$ cat config.mk
export PLATFORM = sky130hd
export DESIGN_NAME = alu_digit_serial
export DESIGN_NICKNAME = d
export VERILOG_FILES = /design/src/rtl/alu_pkg.sv /design/src/rtl/alu_digit.sv /design/src/rtl/alu_digit_serial.sv
export SDC_FILE = /design/constraint.sdc
export NUM_CORES = 1
export LEC_CHECK = 0
export ABC_CLOCK_PERIOD_IN_PS = 12600
export CELL_PAD_IN_SITES_DETAIL_PLACEMENT = 1
export CELL_PAD_IN_SITES_GLOBAL_PLACEMENT = 1
export CORE_MARGIN = 2
export CORE_UTILIZATION = 42
export CTS_CLUSTER_SIZE = 25
export DETAILED_ROUTE_END_ITERATION = 10
export PLACE_DENSITY_LB_ADDON = 0.12
export SYNTH_ARGS = -nofsm -noshare
export SYNTH_HDL_FRONTEND = slang
export SYNTH_SLANG_ARGS = --single-unit
$ cat constraint.sdc
create_clock -name clk_i -period 12.6 [get_ports clk_i]
set_input_delay 2.52 -clock clk_i [delete_from_list [all_inputs] [get_ports clk_i]]
set_output_delay 2.52 -clock clk_i [all_outputs]
set_load 0.01 [all_outputs]
$ cat src/rtl/alu_pkg.sv
// Shared definitions for the digit-serial ALU: opcodes, control-field layout and FSM states.
package alu_pkg;

  localparam logic [1:0] OP_AND = 2'b00;
  localparam logic [1:0] OP_OR  = 2'b01;
  localparam logic [1:0] OP_ADD = 2'b10;
  localparam logic [1:0] OP_SLT = 2'b11;

  // Bit positions inside ALU_control_i = {invertA, invertB, op[1:0]}
  localparam int CTRL_INV_A  = 3;
  localparam int CTRL_INV_B  = 2;
  localparam int CTRL_OP_MSB = 1;
  localparam int CTRL_OP_LSB = 0;

  typedef enum logic [1:0] {
    IDLE = 2'b00,
    RUN  = 2'b01,
    DONE = 2'b10
  } state_t;

  // ADD and SLT share the adder path and produce carry/overflow flags.
  function automatic logic isArith(input logic [1:0] op);
    return op[1];
  endfunction

endpackage

$ cat src/rtl/alu_digit.sv
// Combinational DIGIT-wide slice: optional operand inversion, AND/OR or add with carry-in.
module alu_digit
  import alu_pkg::*;
#(
  parameter int DIGIT = 8
) (
  input  logic [DIGIT-1:0] a,
  input  logic [DIGIT-1:0] b,
  input  logic             invertA,
  input  logic             invertB,
  input  logic [1:0]       op,
  input  logic             carryIn,
  output logic [DIGIT-1:0] result,
  output logic             carryOut,
  output logic             carryTop
);

  logic [DIGIT-1:0] aMod_s;
  logic [DIGIT-1:0] bMod_s;
  logic [DIGIT:0]   sum_s;

  // Operand conditioning and digit adder
  always_comb begin
    aMod_s   = invertA ? ~a : a;
    bMod_s   = invertB ? ~b : b;
    sum_s    = {1'b0, aMod_s} + {1'b0, bMod_s} + {{DIGIT{1'b0}}, carryIn};
    carryOut = sum_s[DIGIT];
    // Carry into the top bit falls out of the top sum bit and its two addends.
    carryTop = sum_s[DIGIT-1] ^ aMod_s[DIGIT-1] ^ bMod_s[DIGIT-1];
  end

  // Digit result select
  always_comb begin
    result = '0;
    case (op)
      OP_AND:         result = aMod_s & bMod_s;
      OP_OR:          result = aMod_s | bMod_s;
      OP_ADD, OP_SLT: result = sum_s[DIGIT-1:0];
      default:        result = sum_s[DIGIT-1:0];
    endcase
  end

endmodule

$ cat src/rtl/alu_digit_serial.sv
// Digit-serial ALU: processes WIDTH bits DIGIT per clock with a registered inter-digit carry
// and a start/valid handshake.
module alu_digit_serial
  import alu_pkg::*;
#(
  parameter int WIDTH = 32,
  parameter int DIGIT = 8
) (
  input  logic             clk_i,
  input  logic             rst_i,
  input  logic             start_i,
  input  logic [WIDTH-1:0] src1_i,
  input  logic [WIDTH-1:0] src2_i,
  input  logic [3:0]       ALU_control_i,
  output logic             ready_o,
  output logic             valid_o,
  output logic [WIDTH-1:0] result_o,
  output logic             zero_o,
  output logic             cout_o,
  output logic             overflow_o
);

  localparam int N  = WIDTH / DIGIT;
  localparam int CW = (N > 1) ? $clog2(N) : 1;
  localparam logic [CW-1:0] LAST_DIGIT = CW'(N - 1);

  state_t           state_r;
  state_t           nextState_s;
  logic [CW-1:0]    count_r;
  logic             carry_r;
  logic [WIDTH-1:0] opA_r;
  logic [WIDTH-1:0] opB_r;
  logic [3:0]       ctrl_r;
  logic [WIDTH-1:0] acc_r;
  logic [WIDTH-1:0] result_r;
  logic             zero_r;
  logic             cout_r;
  logic             ovf_r;
  logic             valid_r;
  logic             ready_r;

  logic             accept_s;
  logic             lastDigit_s;
  logic [1:0]       op_s;
  logic [DIGIT-1:0] digitRes_s;
  logic             carryOut_s;
  logic             carryTop_s;
  logic             ovfBit_s;
  logic [WIDTH-1:0] accNext_s;
  logic [WIDTH-1:0] resultNext_s;

  assign op_s        = ctrl_r[CTRL_OP_MSB:CTRL_OP_LSB];
  assign accept_s    = start_i & ready_r;
  assign lastDigit_s = (state_r == RUN) && (count_r == LAST_DIGIT);

  // Operands shift right each RUN cycle, so the active digit always sits in the low bits.
  alu_digit #(
    .DIGIT(DIGIT)
  ) uDigit (
    .a       (opA_r[DIGIT-1:0]),
    .b       (opB_r[DIGIT-1:0]),
    .invertA (ctrl_r[CTRL_INV_A]),
    .invertB (ctrl_r[CTRL_INV_B]),
    .op      (op_s),
    .carryIn (carry_r),
    .result  (digitRes_s),
    .carryOut(carryOut_s),
    .carryTop(carryTop_s)
  );

  // Next-state logic
  always_comb begin
    nextState_s = state_r;
    case (state_r)
      IDLE: begin
        if (accept_s) nextState_s = RUN;
        else          nextState_s = IDLE;
      end
      RUN: begin
        if (count_r == LAST_DIGIT) nextState_s = DONE;
        else                       nextState_s = RUN;
      end
      DONE: begin
        if (accept_s) nextState_s = RUN;
        else          nextState_s = IDLE;
      end
      default: nextState_s = IDLE;
    endcase
  end

  // Result assembly: new digit enters at the top while earlier digits move down
  always_comb begin
    ovfBit_s  = carryTop_s ^ carryOut_s;
    accNext_s = (acc_r >> DIGIT) | (WIDTH'(digitRes_s) << (WIDTH - DIGIT));
    resultNext_s = accNext_s;
    case (op_s)
      OP_SLT:                resultNext_s = WIDTH'(digitRes_s[DIGIT-1] ^ ovfBit_s);
      OP_AND, OP_OR, OP_ADD: resultNext_s = accNext_s;
      default:               resultNext_s = accNext_s;
    endcase
  end

  // State register; ready tracks "not in RUN" so it is available straight from a flop
  always_ff @(posedge clk_i or posedge rst_i) begin
    if (rst_i) begin
      state_r <= IDLE;
      ready_r <= 1'b1;
    end else begin
      state_r <= nextState_s;
      ready_r <= (nextState_s != RUN);
    end
  end

  // Operand latch, digit counter, carry chain and result/flag capture
  always_ff @(posedge clk_i or posedge rst_i) begin
    if (rst_i) begin
      opA_r    <= '0;
      opB_r    <= '0;
      ctrl_r   <= 4'b0000;
      count_r  <= '0;
      carry_r  <= 1'b0;
      acc_r    <= '0;
      result_r <= '0;
      zero_r   <= 1'b0;
      cout_r   <= 1'b0;
      ovf_r    <= 1'b0;
      valid_r  <= 1'b0;
    end else begin
      valid_r <= 1'b0;
      if (accept_s) begin
        opA_r   <= src1_i;
        opB_r   <= src2_i;
        ctrl_r  <= ALU_control_i;
        count_r <= '0;
        // Inverted B plus carry-in of one forms the two's complement for SUB/SLT.
        carry_r <= ALU_control_i[CTRL_INV_B];
        acc_r   <= '0;
      end else if (state_r == RUN) begin
        opA_r   <= opA_r >> DIGIT;
        opB_r   <= opB_r >> DIGIT;
        acc_r   <= accNext_s;
        count_r <= count_r + CW'(1);
        carry_r <= isArith(op_s) ? carryOut_s : carry_r;
        if (lastDigit_s) begin
          result_r <= resultNext_s;
          zero_r   <= (resultNext_s == '0);
          cout_r   <= isArith(op_s) ? carryOut_s : 1'b0;
          ovf_r    <= isArith(op_s) ? ovfBit_s : 1'b0;
          valid_r  <= 1'b1;
        end
      end
    end
  end

  assign ready_o    = ready_r;
  assign valid_o    = valid_r;
  assign result_o   = result_r;
  assign zero_o     = zero_r;
  assign cout_o     = cout_r;
  assign overflow_o = ovf_r;

endmodule
Word level (Yosys, flattened, before mapping)
Index checks and enable logic that the tools add are counted.

Logic and storage cells: 68. Output and inout port bits: 37. Flip-flop bits (word level): 142.

Equality and inequality tests: 7. $add $sub $neg: 3. Muxes and demuxes: 23. Reductions and logical operators: 11. Bitwise logic cells: 11.

Operators with widths (number): two-way mux 32 bit (6); case mux 32 bit (2 select lines) (1); logical NOT 32 bit (1); bitwise OR 24 x 32 -> 32 bit (1); case mux 8 bit (3 select lines) (1); two-way mux 8 bit (2); NOT 8 bit (2); adder 8 x 8 -> 9 bit (1); adder 9 x 1 -> 9 bit (1); two-way mux 1 bit (9); bitwise AND 8 bit (1); == test 2 bit, second input constant (4); bitwise OR 8 bit (1); two-way mux 2 bit (3); == test 2 x 1 -> 1 bit, second input constant (2); logical NOT 2 bit (2); case mux 2 bit (2 select lines) (1); nonzero test 2 bit (2); OR reduction 2 bit (2); XOR 1 bit (4); AND reduction 3 bit (1); OR reduction 3 bit (1); adder 2 x 1 -> 2 bit, second input constant (1); != test 2 x 1 -> 1 bit, second input constant (1); 4 further kinds (4).

Depth between registers and ports, before layout
Depth after elaboration: 10. Gate-level depth with buffers: 12. Gate-level depth less buffers: 11.

By module
From an unflattened synthesis, not the netlist that was laid out.

Cell total of the unflattened synthesis: 728. Area, all modules: 6368.6 µm².

By module, submodules not included: alu_digit_serial (cells each 610, area each 5542.8 µm², seq. area each 3354.5 µm², times used 1); alu_digit (cells each 118, area each 825.8 µm², seq. area each 0.0 µm², times used 1).

Worst setup path before layout
Ideal clock, no wire load.

Path type: in2reg. Start: in start_i. End: reg opA_r[24]. Setup slack: 8.962 ns. Path buffers: 2. Cell stages on the path: 5. Arrival time: 3.572 ns. Cells stage by stage: and2_1 clkbuf_1 nor2_1 clkbuf_1 a22o_1.

Word-level cells in the longest chain between the ends: 2. Elaborated cells between the ends (all ways): 3. Those cells by class: mux: 1; bitwise: 1; reduce/logical: 1.

RTL lines: start: declaration (RTL line alu_digit_serial.sv:11) `input logic start_i,`; bitwise AND 1 bit * (RTL line alu_digit_serial.sv:53) `assign accept_s = start_i & ready_r;`; two-way mux 32 bit or nonzero test 2 bit (tied branches); end signal: assignment (RTL line alu_digit_serial.sv:131) `opA_r <= src1_i;`; end signal: assignment (RTL line alu_digit_serial.sv:139) `opA_r <= opA_r >> DIGIT;`; end: declaration (RTL line alu_digit_serial.sv:31) `logic [WIDTH-1:0] opA_r;`.

Mark *: on every way between the ends. The rest lies on a longest branch, timed or not. A chain may end at the register's enable or synchronous reset.

Worst setup path in the final report
Start: in start_i. End: reg result_r[28] (netlist: result_o[28]).

Word-level cells in the longest chain between the ends: 3.

RTL lines: bitwise AND 1 bit (RTL line alu_digit_serial.sv:53); NOT 1 bit (no line); AND reduction 3 bit (no line); end signal: assignment (RTL line alu_digit_serial.sv:145) `result_r <= resultNext_s;`; end: declaration (RTL line alu_digit_serial.sv:35) `logic [WIDTH-1:0] result_r;`.

No other way between the ends.

==> metrics <==
status=finished clean; max layer used=met4; die height=128 um; Worst Tran Pin Value=1.08 ns; # diodes=0; Final Hold Fails=0; leading area contributor after synthesis=dfrtp_1; H-tree levels=4; Synth top area share=51.6%; CTS clk-pin slew, worst paths=0.05 ns; fin cells=1010; CTS Hold Bufs=0; Initial Utilization=42.8%; gpl congestion=0.832; Hold Crit Class=register to register; TritonRoute pass-1 iters=4; Final setup viols=0; Setup crit start kind=primary input; CTS tree=done; Die Wd=128 um; GRT overflow=0; cells after synthesis=728; vias in the first global route=5861; cell area power density=340 nW/um^2; WP data required=12.92 ns; post-synthesis register bit count=134; Reg-to-Reg Start=ctrl_r[2]; CTS root buffer=clkbuf_16; post-route setup slack=7.51 ns; dpl ws=7.16 ns; share of cells above drive strength 1=5.47%; core area=15100 um^2; Die ar.=16400 um^2; I/O pin count=108; total CTS buffers=17; setup TNS=0 ns; worst hold margin=0.463 ns; syn nets=818; most frequent cell on the critical path=nand2_1; synth top area cells=dfrtp_1, nand2_1, a31oi_1; max-capacitance violation count=0; Critical Path Fanout Max=105; worst hold start=result_o[19]; RSZ-0062 raised after global routing=false; worst skew pair latency=0.42 ns; CP max-delay cell=inv_1; worst setup path class=primary input to register; largest net degree at the start of global routing=106; syn avg cell area=8.86 um^2; initial antenna violation count=0; Seq/Total Area, Yosys=52.0%; post-DP HPWL=11.7 mm; DRC=0; Final Max Slew Viols=0; area delta synth->final=27.5%; CP Capture Type=register; Worst slew margin=27.8%; Final min period=5.09 ns; setup bufs post-CTS=0; vias=5455; DR vias/cell=5.40; met2 routed WL=8.79 mm; Std-Cell Rows=45; metal3 WL=545 um; WL met1=7.66 mm; Initial DRC Count=245; leak pwr=3.78 nW; # nets final=899; Max Clock Skew=0.00696 ns; port buffer count=107; Post-CTS Resized=0; CP cell instances=clkdlybuf4s50_1 > nand2_4 > nand2_1 > buf_4 > inv_1 > nand2_1 > o21ai_0; fill cell count=1726; post-DR wirelength/cell=17.1 um; GRT Total Usage=22.3%; warning count from the yosys run=0; drt total wl=17.3 mm; CTS Buffer Depth=2; post-synthesis cell type count=44; fmax=197 MHz; first-pass GRT wire length=28.8 mm; Mapped Area=6450 um^2; Routed Antenna Nets=0; CP max stage delay=0.75 ns; Crit. Startpoint=start_i; DP Cell Count=978; period utilisation layout=40.4%; WP data arrival=5.41 ns; worst vdd ir=168 uV; clk sink count=134
flip-flops by register name, summed over array words and instances, names as in the netlist:
signal      count
ctrl_r          4
overflow_o      1
opA_r          32
zero_o          1
acc_r          24
cout_o          1
ready_o         1
result_o       32
opB_r          32
carry_r         1
state_r         2
count_r         2
valid_o         1
metrics by stage:
stage | cell area, um^2 | utilization, % | power [mW]
4_1_cts | 8230 | 54.5 | 2.82
2_1_floorplan | 6450 | - | 1.84
3_3_place_gp | 7610 | 50.4 | 2.21
5_1_grt | 8230 | 54.5 | 3.02
3_5_place_dp | 7610 | 50.4 | 2.28
6_report | 8230 | 54.5 | 2.79
path summary, 6_finish.rpt:
path / end / slack, ns / cells after the start
worst max-delay path: result_o[28] / 7.51 / 7
worst max register to register: zero_o / 9.12 / 10
max in group asynchronous: opA_r[27] / 8.64 / 3
worst min-delay path: result_o[19] / 0.46 / 2
worst min register to register: result_o[19] / 0.46 / 2
min in group asynchronous: result_o[31] / 2.50 / 2
cells in the mapped netlist, drive strengths merged:
master   count
a2111oi      1
a211o        2
a211oi      10
a21o         2
a21oi       34
a22o        16
a22oi        1
a311o        1
a31oi       52
and2         3
and4         1
and4b        1
buf         11
clkbuf      39
dfrtp      133
dfstp        1
fa           2
ha          17
inv         25
mux2         1
mux2i        1
nand2      207
nand2b       2
nand3       27
nand4        1
nor2        70
nor2b        4
nor3         6
nor4         5
o211ai       3
o21a         2
o21ai       16
o21bai       1
o22a         1
o311ai       1
or2          1
xnor2        9
xnor3        1
xor2        17
cells by family after synthesis:
family | after synthesis | share of synthesized area [%]
muxes | 2 | 0.330
xor gates and xnor gates | 27 | 4.23
buffers and inverters | 75 | 4.73
AOI/OAI and AO/OA | 143 | 14.3
adders and majority gates | 19 | 3.92
DFF | 134 | 52.0
and+or+nand+nor | 328 | 20.5
final cells by class:
| type | count | area (um^2) | share of cell area [%] |
|---|---|---|---|
| flip-flops and latches | 134 | 3350 | 40.8 |
| multi-input cells | 519 | 2810 | 34.2 |
| repair buffers | 112 | 1110 | 13.5 |
| clock buffers | 23 | 468 | 5.69 |
| well taps | 188 | 235 | 2.86 |
| clock inverters | 9 | 149 | 1.81 |
| inverters | 25 | 98.8 | 1.20 |
cells in the final DEF, fill, tap and decap left out, types with 2 or more instances in the layout:
master and instances:
xnor2_1 6, nor4_1 5, and2_1 3, inv_1 24, clkdlybuf4s50_1 107, a211oi_1 10, nor2b_1 3, clkbuf_16 17
nand3_1 27, dfrtp_1 133, nand2_1 206, o21ai_0 14, bufinv_16 4, clkbuf_1 4, o21a_1 2, a21oi_1 33
a21o_1 2, clkinv_2 4, nor3_1 6, o211ai_1 3, xor2_1 17, nor2_1 70, buf_4 5, o21ai_1 2
xnor2_2 3, a31oi_1 52, a211o_1 2, clkbuf_8 2, fa_1 2, a22o_1 16, ha_1 17
critical path: cells and delay by family:
family | cells | cell delay [ns]
compound gates | 1 | 0.25
buf+inv | 3 | 1.51
simple gates | 3 | 1.09
routing by layer:
metal	GRT usage, %	vias up
met5	0	-
li1	-	2595
met2	38.6	109
met1	28.1	2728
met4	8.08	0
met3	4.13	23
power breakdown:
group | switching, mW | internal (mW) | total [mW]
Sequential | 0.174 | 0.633 | 0.807
Combinational | 0.836 | 0.630 | 1.47
Clock | 0.182 | 0.341 | 0.522
Total | 1.19 | 1.60 | 2.79
(Power assumes the default switching activity.)
